[src/rtl/pixel_capture_pkg.sv]
// Shared types and constants for the camera capture write master.
// Used by pixel_capture (optional feature macro: PIXEL_CAPTURE_TESTPAT_EN).
package pixel_capture_pkg;

  typedef enum logic [2:0] {
    C_IDLE,
    C_ARM,
    C_CAPTURE,
    C_DRAIN,
    C_DONE
  } cap_state_t;

  typedef enum logic [1:0] {
    W_IDLE,
    W_ISSUE,
    W_WAIT_BUSY,
    W_WAIT_DONE
  } wr_state_t;

  localparam logic RW_WRITE = 1'b0;
  localparam logic RW_READ  = 1'b1;

  localparam int unsigned DEFAULT_FRAME_WORDS = 307200;

endpackage

[src/rtl/sync_fifo.sv]
// Single-clock show-ahead FIFO; DEPTH must be a power of two (>= 2).
// A push into a full FIFO is accepted only when a pop happens on the same cycle.
module sync_fifo #(
  parameter int unsigned WIDTH = 36,
  parameter int unsigned DEPTH = 8
) (
  input  logic             clk,
  input  logic             reset_n,
  input  logic             push,
  input  logic [WIDTH-1:0] push_data,
  input  logic             pop,
  output logic [WIDTH-1:0] pop_data,
  output logic             full,
  output logic             empty
);

  localparam int unsigned AW = (DEPTH > 1) ? $clog2(DEPTH) : 1;

  logic [WIDTH-1:0] mem [DEPTH];
  logic [AW-1:0]    wr_ptr;
  logic [AW-1:0]    rd_ptr;
  logic [AW:0]      count;
  logic             do_push;
  logic             do_pop;

  assign empty    = (count == '0);
  assign full     = (count == (AW+1)'(DEPTH));
  assign do_pop   = pop && !empty;
  assign do_push  = push && (!full || do_pop);
  assign pop_data = mem[rd_ptr];

  always_ff @(posedge clk) begin
    if (do_push) begin
      mem[wr_ptr] <= push_data;
    end
  end

  always_ff @(posedge clk) begin
    if (!reset_n) begin
      wr_ptr <= '0;
      rd_ptr <= '0;
      count  <= '0;
    end else begin
      if (do_push) begin
        wr_ptr <= wr_ptr + 1'b1;
      end
      if (do_pop) begin
        rd_ptr <= rd_ptr + 1'b1;
      end
      case ({do_push, do_pop})
        2'b10:   count <= count + 1'b1;
        2'b01:   count <= count - 1'b1;
        default: count <= count;
      endcase
    end
  end

endmodule

[src/rtl/pixel_capture.sv]
// Camera-side SRAM write master: syncs the OV-style bus, packs byte pairs into words,
// buffers them and writes one frame per arm. Optional macro: PIXEL_CAPTURE_TESTPAT_EN.
module pixel_capture
  import pixel_capture_pkg::*;
#(
  parameter int unsigned ADDR_W      = 20,
  parameter int unsigned FRAME_WORDS = DEFAULT_FRAME_WORDS,
  parameter int unsigned FIFO_DEPTH  = 8
) (
  input  logic              clk,
  input  logic              reset_n,
  input  logic              capture_req,
  input  logic              pixel_clk,
  input  logic              pixel_vsync,
  input  logic              pixel_hsync,
  input  logic [7:0]        pixel_data,
`ifdef PIXEL_CAPTURE_TESTPAT_EN
  input  logic              testpat_sel,
`endif
  input  logic              sram_ready,
  output logic              pixel_start,
  output logic              pixel_rw,
  output logic [ADDR_W-1:0] pixel_sram_addr,
  output logic [15:0]       pixel_sram_data,
  output logic              busy,
  output logic              done,
  output logic              overflow
);

  localparam int unsigned      WORD_W    = ADDR_W + 16;
  localparam logic [ADDR_W-1:0] LAST_WORD = ADDR_W'(FRAME_WORDS - 1);

  // Camera bus synchronizers and edge detectors.
  logic [1:0] pclk_sync;
  logic [1:0] vsync_sync;
  logic [1:0] hsync_sync;
  logic [7:0] data_meta;
  logic [7:0] data_sync;
  logic       pclk_prev;
  logic       vsync_prev;
  logic       byte_valid;
  logic       vsync_fall;
  logic       vsync_rise;

  always_ff @(posedge clk) begin
    if (!reset_n) begin
      pclk_sync  <= '0;
      vsync_sync <= '0;
      hsync_sync <= '0;
      data_meta  <= '0;
      data_sync  <= '0;
      pclk_prev  <= 1'b0;
      vsync_prev <= 1'b0;
    end else begin
      pclk_sync  <= {pclk_sync[0], pixel_clk};
      vsync_sync <= {vsync_sync[0], pixel_vsync};
      hsync_sync <= {hsync_sync[0], pixel_hsync};
      data_meta  <= pixel_data;
      data_sync  <= data_meta;
      pclk_prev  <= pclk_sync[1];
      vsync_prev <= vsync_sync[1];
    end
  end

  assign byte_valid = pclk_sync[1] && !pclk_prev && hsync_sync[1];
  assign vsync_fall = !vsync_sync[1] && vsync_prev;
  assign vsync_rise = vsync_sync[1] && !vsync_prev;

  cap_state_t        cap_state;
  cap_state_t        cap_next;
  wr_state_t         wr_state;
  wr_state_t         wr_next;
  logic [ADDR_W-1:0] word_cnt;
  logic [7:0]        hi_byte;
  logic              have_hi;
  logic              take_hi;
  logic              clr_pack;
  logic              ovf_clr;
  logic              push;
  logic [7:0]        lo_byte;
  logic [15:0]       word_data;
  logic [WORD_W-1:0] push_word;
  logic              fifo_pop;
  logic [WORD_W-1:0] pop_word;
  logic              fifo_full;
  logic              fifo_empty;
  logic              fifo_drop;

`ifdef PIXEL_CAPTURE_TESTPAT_EN
  assign word_data = testpat_sel ? 16'(word_cnt) : {hi_byte, lo_byte};
`else
  assign word_data = {hi_byte, lo_byte};
`endif

  assign push_word = {word_cnt, word_data};
  assign fifo_drop = push && fifo_full && !fifo_pop;

  // Capture FSM: vsync end-of-frame wins over a byte arriving on the same cycle.
  always_comb begin
    cap_next = cap_state;
    push     = 1'b0;
    lo_byte  = '0;
    take_hi  = 1'b0;
    clr_pack = 1'b0;
    ovf_clr  = 1'b0;
    case (cap_state)
      C_IDLE, C_DONE: begin
        if (capture_req) begin
          cap_next = C_ARM;
          ovf_clr  = 1'b1;
        end
      end
      C_ARM: begin
        clr_pack = 1'b1;
        if (vsync_fall) begin
          cap_next = C_CAPTURE;
        end
      end
      C_CAPTURE: begin
        if (vsync_rise) begin
          cap_next = C_DRAIN;
          if (have_hi) begin
            push    = 1'b1;
            lo_byte = 8'h00;
          end
        end else if (byte_valid) begin
          if (!have_hi) begin
            take_hi = 1'b1;
          end else begin
            push    = 1'b1;
            lo_byte = data_sync;
            if (word_cnt == LAST_WORD) begin
              cap_next = C_DRAIN;
            end
          end
        end
      end
      C_DRAIN: begin
        if (fifo_empty && wr_state == W_IDLE) begin
          cap_next = C_DONE;
        end
      end
      default: cap_next = C_IDLE;
    endcase
  end

  always_ff @(posedge clk) begin
    if (!reset_n) begin
      cap_state <= C_IDLE;
      word_cnt  <= '0;
      hi_byte   <= '0;
      have_hi   <= 1'b0;
      overflow  <= 1'b0;
    end else begin
      cap_state <= cap_next;
      if (clr_pack) begin
        word_cnt <= '0;
        hi_byte  <= '0;
        have_hi  <= 1'b0;
      end else if (push) begin
        word_cnt <= word_cnt + 1'b1;
        have_hi  <= 1'b0;
      end else if (take_hi) begin
        hi_byte <= data_sync;
        have_hi <= 1'b1;
      end
      if (ovf_clr) begin
        overflow <= 1'b0;
      end else if (fifo_drop) begin
        overflow <= 1'b1;
      end
    end
  end

  assign busy = (cap_state inside {C_ARM, C_CAPTURE, C_DRAIN});
  assign done = (cap_state == C_DONE);

  sync_fifo #(
    .WIDTH (WORD_W),
    .DEPTH (FIFO_DEPTH)
  ) u_fifo (
    .clk       (clk),
    .reset_n   (reset_n),
    .push      (push),
    .push_data (push_word),
    .pop       (fifo_pop),
    .pop_data  (pop_word),
    .full      (fifo_full),
    .empty     (fifo_empty)
  );

  always_comb begin
    wr_next  = wr_state;
    fifo_pop = 1'b0;
    case (wr_state)
      W_IDLE: begin
        if (!fifo_empty && sram_ready) begin
          fifo_pop = 1'b1;
          wr_next  = W_ISSUE;
        end
      end
      W_ISSUE:     wr_next = W_WAIT_BUSY;
      W_WAIT_BUSY: if (!sram_ready) wr_next = W_WAIT_DONE;
      W_WAIT_DONE: if (sram_ready) wr_next = W_IDLE;
      default:     wr_next = W_IDLE;
    endcase
  end

  always_ff @(posedge clk) begin
    if (!reset_n) begin
      wr_state        <= W_IDLE;
      pixel_sram_addr <= '0;
      pixel_sram_data <= '0;
    end else begin
      wr_state <= wr_next;
      if (fifo_pop) begin
        pixel_sram_addr <= pop_word[WORD_W-1:16];
        pixel_sram_data <= pop_word[15:0];
      end
    end
  end

  assign pixel_start = (wr_state != W_ISSUE);
  assign pixel_rw    = RW_WRITE;

endmodule

[config.mk]
export PLATFORM = sky130hd
export DESIGN_NAME = pixel_capture
export DESIGN_NICKNAME = d
export VERILOG_FILES = /design/src/rtl/pixel_capture_pkg.sv /design/src/rtl/sync_fifo.sv /design/src/rtl/pixel_capture.sv
export SDC_FILE = /design/constraint.sdc
export NUM_CORES = 1
export LEC_CHECK = 0
export BUFFER_PORTS_ARGS = -buffer_cell sky130_fd_sc_hd__buf_2
export CORE_ASPECT_RATIO = 1.25
export CORE_MARGIN = 3
export CORE_UTILIZATION = 55
export CTS_CLUSTER_SIZE = 28
export DETAILED_ROUTE_END_ITERATION = 6
export HOLD_SLACK_MARGIN = 0.12
export PLACE_DENSITY_LB_ADDON = 0.3
export SYNTH_ARGS = -nofsm -noshare
export SYNTH_HDL_FRONTEND = slang
export SYNTH_SLANG_ARGS = --single-unit
[constraint.sdc]
create_clock -name clk -period 6.3 [get_ports clk]
set_input_delay 1.26 -clock clk [delete_from_list [all_inputs] [get_ports clk]]
set_output_delay 1.26 -clock clk [all_outputs]
set_load 0.05 [all_outputs]
======== After elaboration in Yosys (flattened, before gate mapping) ========
Memory sizes are Yosys's and may differ from the RTL's. A register that Yosys moved wholly into a read port is not among the register bits.
Index checks and enable logic that the tools add are counted.
Widths: inputs -> output; s select.
operators by class
  multiplexer cells ....................... 32
  bitwise logic cells ..................... 2
  reduce and logical (&&, ||, !) cells .... 30
  add/sub/neg operators ................... 5
  eq/ne operators ......................... 21
operator list
  kind                   count
  $mux 8                 4
  $mux 3                 7
  $add 20x1->20 const B  1
  $eq 20x19->1 const B   1
  $mux 1                 15
  $pmux 3 s4             1
  $logic_and 1x1->1      10
  $ne 2x2->1 const B     5
  $ne 3x3->1 const B     3
  $pmux 2 s4             1
  $pmux 4 s2             1
  $logic_not 1->1        7
  $add 3x1->3 const B    2
  $eq 2x2->1 const B     3
  $eq 3x2->1 const B     2
  $mux 2                 3
  $reduce_and 6->1       1
  $reduce_or 2->1        3
  $add 4x1->4 const B    1
  $eq 2x1->1 const B     2
  $eq 4x4->1 const B     1
  $logic_not 4->1        1
  $ne 2x1->1 const B     2
  $sub 4x1->4 const B    1
  11 further kinds       12
word-level totals
  bits in registers ....................... 69
  memory bits (writable) .................. 288
  memories ................................ 1
memory list
  memory      depth  width  read ports  clocked after memory_dff  wr ports  line             RTL
  u_fifo.mem  8      36     1           1                         1         sync_fifo.sv:19  logic [WIDTH-1:0] mem [DEPTH];

======== Longest topological paths before layout ========
  word-level depth ........................ 10
  mapped depth ............................ 13
  depth with buffers taken out ............ 12

======== Cells and area by module ========
A second synthesis with hierarchy kept.
unflattened totals
  cells, all modules ...................... 929
  area, all modules ....................... 15,506.1 um^2
by module, submodules not included
  module         area an instance (um^2)  cells each  instances
  sync_fifo      11,778.8                 499         1
  pixel_capture  3,727.3                  430         1

======== Least setup slack after synthesis ========
No wires, ideal clock.
  path kind ............................... input -> register
  from .................................... input sram_ready
  to ...................................... memory u_fifo.mem[4][0], enable pin
  data arrival time ....................... 5,457 ps
  slack ................................... 311 ps
  stages on the path ...................... 4
  library setup time ...................... 532 ps
  buffers on the path ..................... 0
  required time ........................... 5,768 ps
  cells stage by stage .................... nand2_1 > nand3_1 > nand2_1 > nor4b_1
between the ends
  cells in the longest elaborated chain, start to end .. 8
RTL lines
  what                          line                  RTL
  from (decl)                   pixel_capture.sv:20   input logic sram_ready,
  $logic_and 1x1->1             pixel_capture.sv:197  if (!fifo_empty && sram_ready) begin
  $mux 1                        pixel_capture.sv:197
  $mux 1                        pixel_capture.sv:195  case (wr_state)
  $logic_and 1x1->1             sync_fifo.sv:28       assign do_pop = pop && !empty;
  $logic_or 1x1->1              sync_fifo.sv:29       assign do_push = push && (!full || do_pop);
  $logic_and 1x1->1             sync_fifo.sv:29
  $mux 1                        sync_fifo.sv:33       if (do_push) begin
  $mux 1 (not written as such)  sync_fifo.sv:34       mem[wr_ptr] <= push_data;
  to (decl)                     sync_fifo.sv:19
No other way between the ends.

======== Worst setup path in the final report ========
  from .................................... register cap_state[1]
  to ...................................... memory u_fifo.mem[1][9], enable pin
between the ends
  cells in the longest elaborated chain, start to end .. 5
RTL lines
  what                          line                  RTL
  from (decl)                   pixel_capture.sv:69   cap_state_t cap_state;
  from (signal assigned)        pixel_capture.sv:155  cap_state <= cap_next;
  $eq 3x2->1                    pixel_capture.sv:106  case (cap_state)
  $mux 1                        pixel_capture.sv:106
  $logic_and 1x1->1             sync_fifo.sv:29
  $mux 1                        sync_fifo.sv:33
  $mux 1 (not written as such)  sync_fifo.sv:34
No other way between the ends.

==> results.json <==
{
  "cts_buffers": 38,
  "yosys.cell_types.count": 47,
  "htree_levels": 2,
  "gp_congestion": 0.719,
  "ant_nets": 0,
  "clk_latency_ps": 530,
  "cp.required_ps": 6450,
  "fmax_mhz": 288,
  "vdd_drop_max_mv": 0.206,
  "crit_arrival_ps": 3630,
  "fin_ws_ps": 2820,
  "yosysWarnings": 0,
  "avgSynthCellArea_um2": 17.4,
  "diodes": 0,
  "drtPass1Iterations": 5,
  "fin_crit_sh_pct": 55.2,
  "end_kind": "flop",
  "ys_async_sr_fraction_pct": 0,
  "gr-usage-met1_pct": 26.2,
  "cts-resized-gates": 0,
  "setup_tns_ps": 0,
  "synth_cells": 857,
  "cap_violations": 0,
  "grt_max_degree": 77,
  "p_per_area_nw_per_um2": 301,
  "rsz0062_at_grt": "no",
  "clockPowerShare_pct": 42.0,
  "swShare_pct": 20.6,
  "slew_headroom_pct": 29.2,
  "port_buffers": 54,
  "grt_most_used_layer": "met2",
  "worst_pin_slew_ps": 1050,
  "synth_fp_nets": 883,
  "drive_gt1_share_pct": 22.5,
  "die_h_um": 190,
  "leakage_nw": 5.92,
  "path_clk_slew_ps": 60,
  "avgViaCountPerCell": 5.82,
  "internal-power_w": 0.00400,
  "std_cell_rows": 66,
  "pin_count": 56,
  "grt_pass1_wl_um": 43900,
  "finClkSkew_ps": 26.4,
  "overflow": 0,
  "p_switching_w": 0.00104,
  "root_buffer": "clkbuf_16",
  "antenna_found_initial": 1,
  "nets": 946,
  "status": "completed",
  "setup_violations": 0,
  "syn2layout_area_growth_pct": 12.4,
  "dp_hpwl_um": 15500,
  "crit_fanout": 26,
  "drc": 0,
  "use_met3_pct": 2.89,
  "vias": 7514,
  "startpoint_type": "flop",
  "yosysSeqAreaShare_pct": 72.2,
  "final-hold-violation-count": 0,
  "ctsLongestPathBuffers": 3,
  "postCtsSetupRepairBufs": 0,
  "synth_edf_count": 288,
  "cts_tree": "yes",
  "grt_pass1_vias": 7678,
  "yosys_most_used_dff": "edfxtp_1",
  "fp.dieW_um": 153,
  "core_um2": 26300,
  "seqPwrFrac_pct": 55.0,
  "finalPower_w": 0.00504,
  "die_area_um2": 29100,
  "fillers": 1811,
  "drt_wl_total_um": 27900,
  "wl_per_cell_um": 21.6,
  "grtUsageMet2_pct": 33.6,
  "hold_class": "reg -> reg",
  "p_comb_share_pct": 2.9,
  "cts.sinks": 393,
  "start_util_pct": 56.5,
  "fin_crit_ps": 3480,
  "synthesis.area_um2": 14900,
  "drtIter0Drc": 547,
  "track_usage_pct": 19.5,
  "worstSetupPathType": "reg -> reg",
  "synth_seq_cells": 393,
  "drv_slew": 0,
  "cts_hold_buf": 0,
  "preCtsSetupSlack_ps": 2480
}
[cell families after synthesis]
| family | count (synthesis) | synth area share [%] |
|---|---|---|
| flip-flops | 393 | 72.2 |
| AND/OR/NAND/NOR | 185 | 6.38 |
| multiplexers | 121 | 14.2 |
| AO/OA/AOI/OAI | 67 | 3.28 |
| buffers and inverters | 55 | 1.59 |
| XOR/XNOR | 24 | 1.41 |
| adder cells (fa/ha/maj) | 11 | 0.924 |
| other | 1 | 0.0252 |
[flip-flops by register name, indices dropped and copies added, names as in the netlist, 2 cells and up]
name             flops
pixel_sram_data     16
hsync_sync           2
hi_byte              8
u_fifo.count         4
pixel_sram_addr     20
data_sync            8
u_fifo.rd_ptr        3
pclk_sync            2
u_fifo.wr_ptr        3
data_meta            8
word_cnt            20
vsync_sync           2
wr_state             2
cap_state            3
u_fifo.mem         288
[synthesized netlist by cell type, types with 2 or more instances]
| master | n | area (um2) |
|---|---|---|
| nand4_1 | 5 | 31.3 |
| nor4_1 | 3 | 18.8 |
| a21oi_1 | 10 | 50.1 |
| nor2_1 | 79 | 297 |
| xnor2_1 | 8 | 70.1 |
| a2111o_1 | 2 | 22.5 |
| nand2b_1 | 3 | 18.8 |
| nand2_1 | 16 | 60.1 |
| a211oi_1 | 39 | 293 |
| and2_1 | 33 | 206 |
| dfxtp_1 | 105 | 2100 |
| nor3_1 | 13 | 65.1 |
| or3_1 | 5 | 31.3 |
| ha_1 | 11 | 138 |
| buf_1 | 4 | 15.0 |
| nand4bb_1 | 2 | 22.5 |
| clkbuf_1 | 27 | 101 |
| mux4_2 | 72 | 1620 |
| xor2_1 | 16 | 140 |
| buf_4 | 2 | 15.0 |
| nand3b_1 | 2 | 15.0 |
| and3b_1 | 2 | 17.5 |
| nor3b_1 | 3 | 22.5 |
| nand3_1 | 9 | 45.0 |
| mux2i_1 | 49 | 490 |
| and3_1 | 2 | 12.5 |
| o21ai_0 | 8 | 40.0 |
| inv_1 | 8 | 30.0 |
| and4_1 | 2 | 17.5 |
| a41oi_1 | 2 | 17.5 |
| edfxtp_1 | 288 | 8650 |
| buf_2 | 12 | 60.1 |
[cells in the final DEF (no fill, tap or decap), drive strengths merged, types with 8 or more instances in the layout]
cell type  instances
a211oi            39
a21oi             11
and2              33
buf               69
clkbuf            48
clkinv            16
dfxtp            105
edfxtp           288
ha                11
inv               12
mux2i             49
mux4              72
nand2             16
nand3              9
nor2              80
nor3              13
o21ai              8
xnor2              8
xor2              16
[final timing paths]
| check | start | endpoint | slack, ps | cells past startpoint |
|---|---|---|---|---|
| setup reg to reg | cap_state[1]$_SDFFE_PN0P_ | u_fifo.mem[1][9]$_DFFE_PP_ | 2820 | 5 |
| hold / removal | data_meta[1]$_SDFF_PN0_ | data_sync[1]$_SDFF_PN0_ | 440 | 1 |
| setup / recovery | cap_state[1]$_SDFFE_PN0P_ | u_fifo.mem[1][9]$_DFFE_PP_ | 2820 | 5 |
| hold reg to reg | data_meta[1]$_SDFF_PN0_ | data_sync[1]$_SDFF_PN0_ | 440 | 1 |
[through the flow]
stage                     instance area, um2  util, %  hold WS (ps)  instances
after CTS                              16700     63.5           443       1290
after global placement                 15600     59.1           421       1220
after floorplan                        14900        -           412        857
after detailed placement               15600     59.1           423       1220
final                                  16700     63.5           439       1290
after global routing                   16700     63.5           465       1290
[per-layer routing]
| layer | vias up | wire, um |
|---|---|---|
| met1 | 3815 | 11700 |
| met2 | 188 | 14300 |
| met4 | 2 | 649 |
| met5 | - | 13 |
| met3 | 58 | 1260 |
| li1 | 3451 | - |
[power groups by stage]
stage / clock network [W] / logic, W / registers, W
floorplan: 0 / 0.000117 / 0.00281
global placement: 0 / 0.000146 / 0.00283
detailed placement: 0 / 0.000149 / 0.00283
CTS: 0.00216 / 0.000150 / 0.00277
global route: 0.00227 / 0.000160 / 0.00277
finish: 0.00212 / 0.000147 / 0.00277
[layout make-up]
class                           instances  area [um2]  share of cell area, %
Clock buffer                           48         988                   5.91
Timing Repair Buffer                   69         383                   2.29
Clock inverter                         22         174                   1.04
Sequential cell                       393       10800                   64.3
Multi-Input combinational cell        409        3970                   23.7
Inverter                                9        33.8                  0.202
Tap cell                              340         425                   2.54
[worst max-delay path: stages, from the launching register on]
cell and delay (ps):
dfxtp_1 580, nand4bb_4 190, a21oi_2 450, nand2_1 390, nor3_2 900, buf_4 580
(Power assumes the default switching activity.)
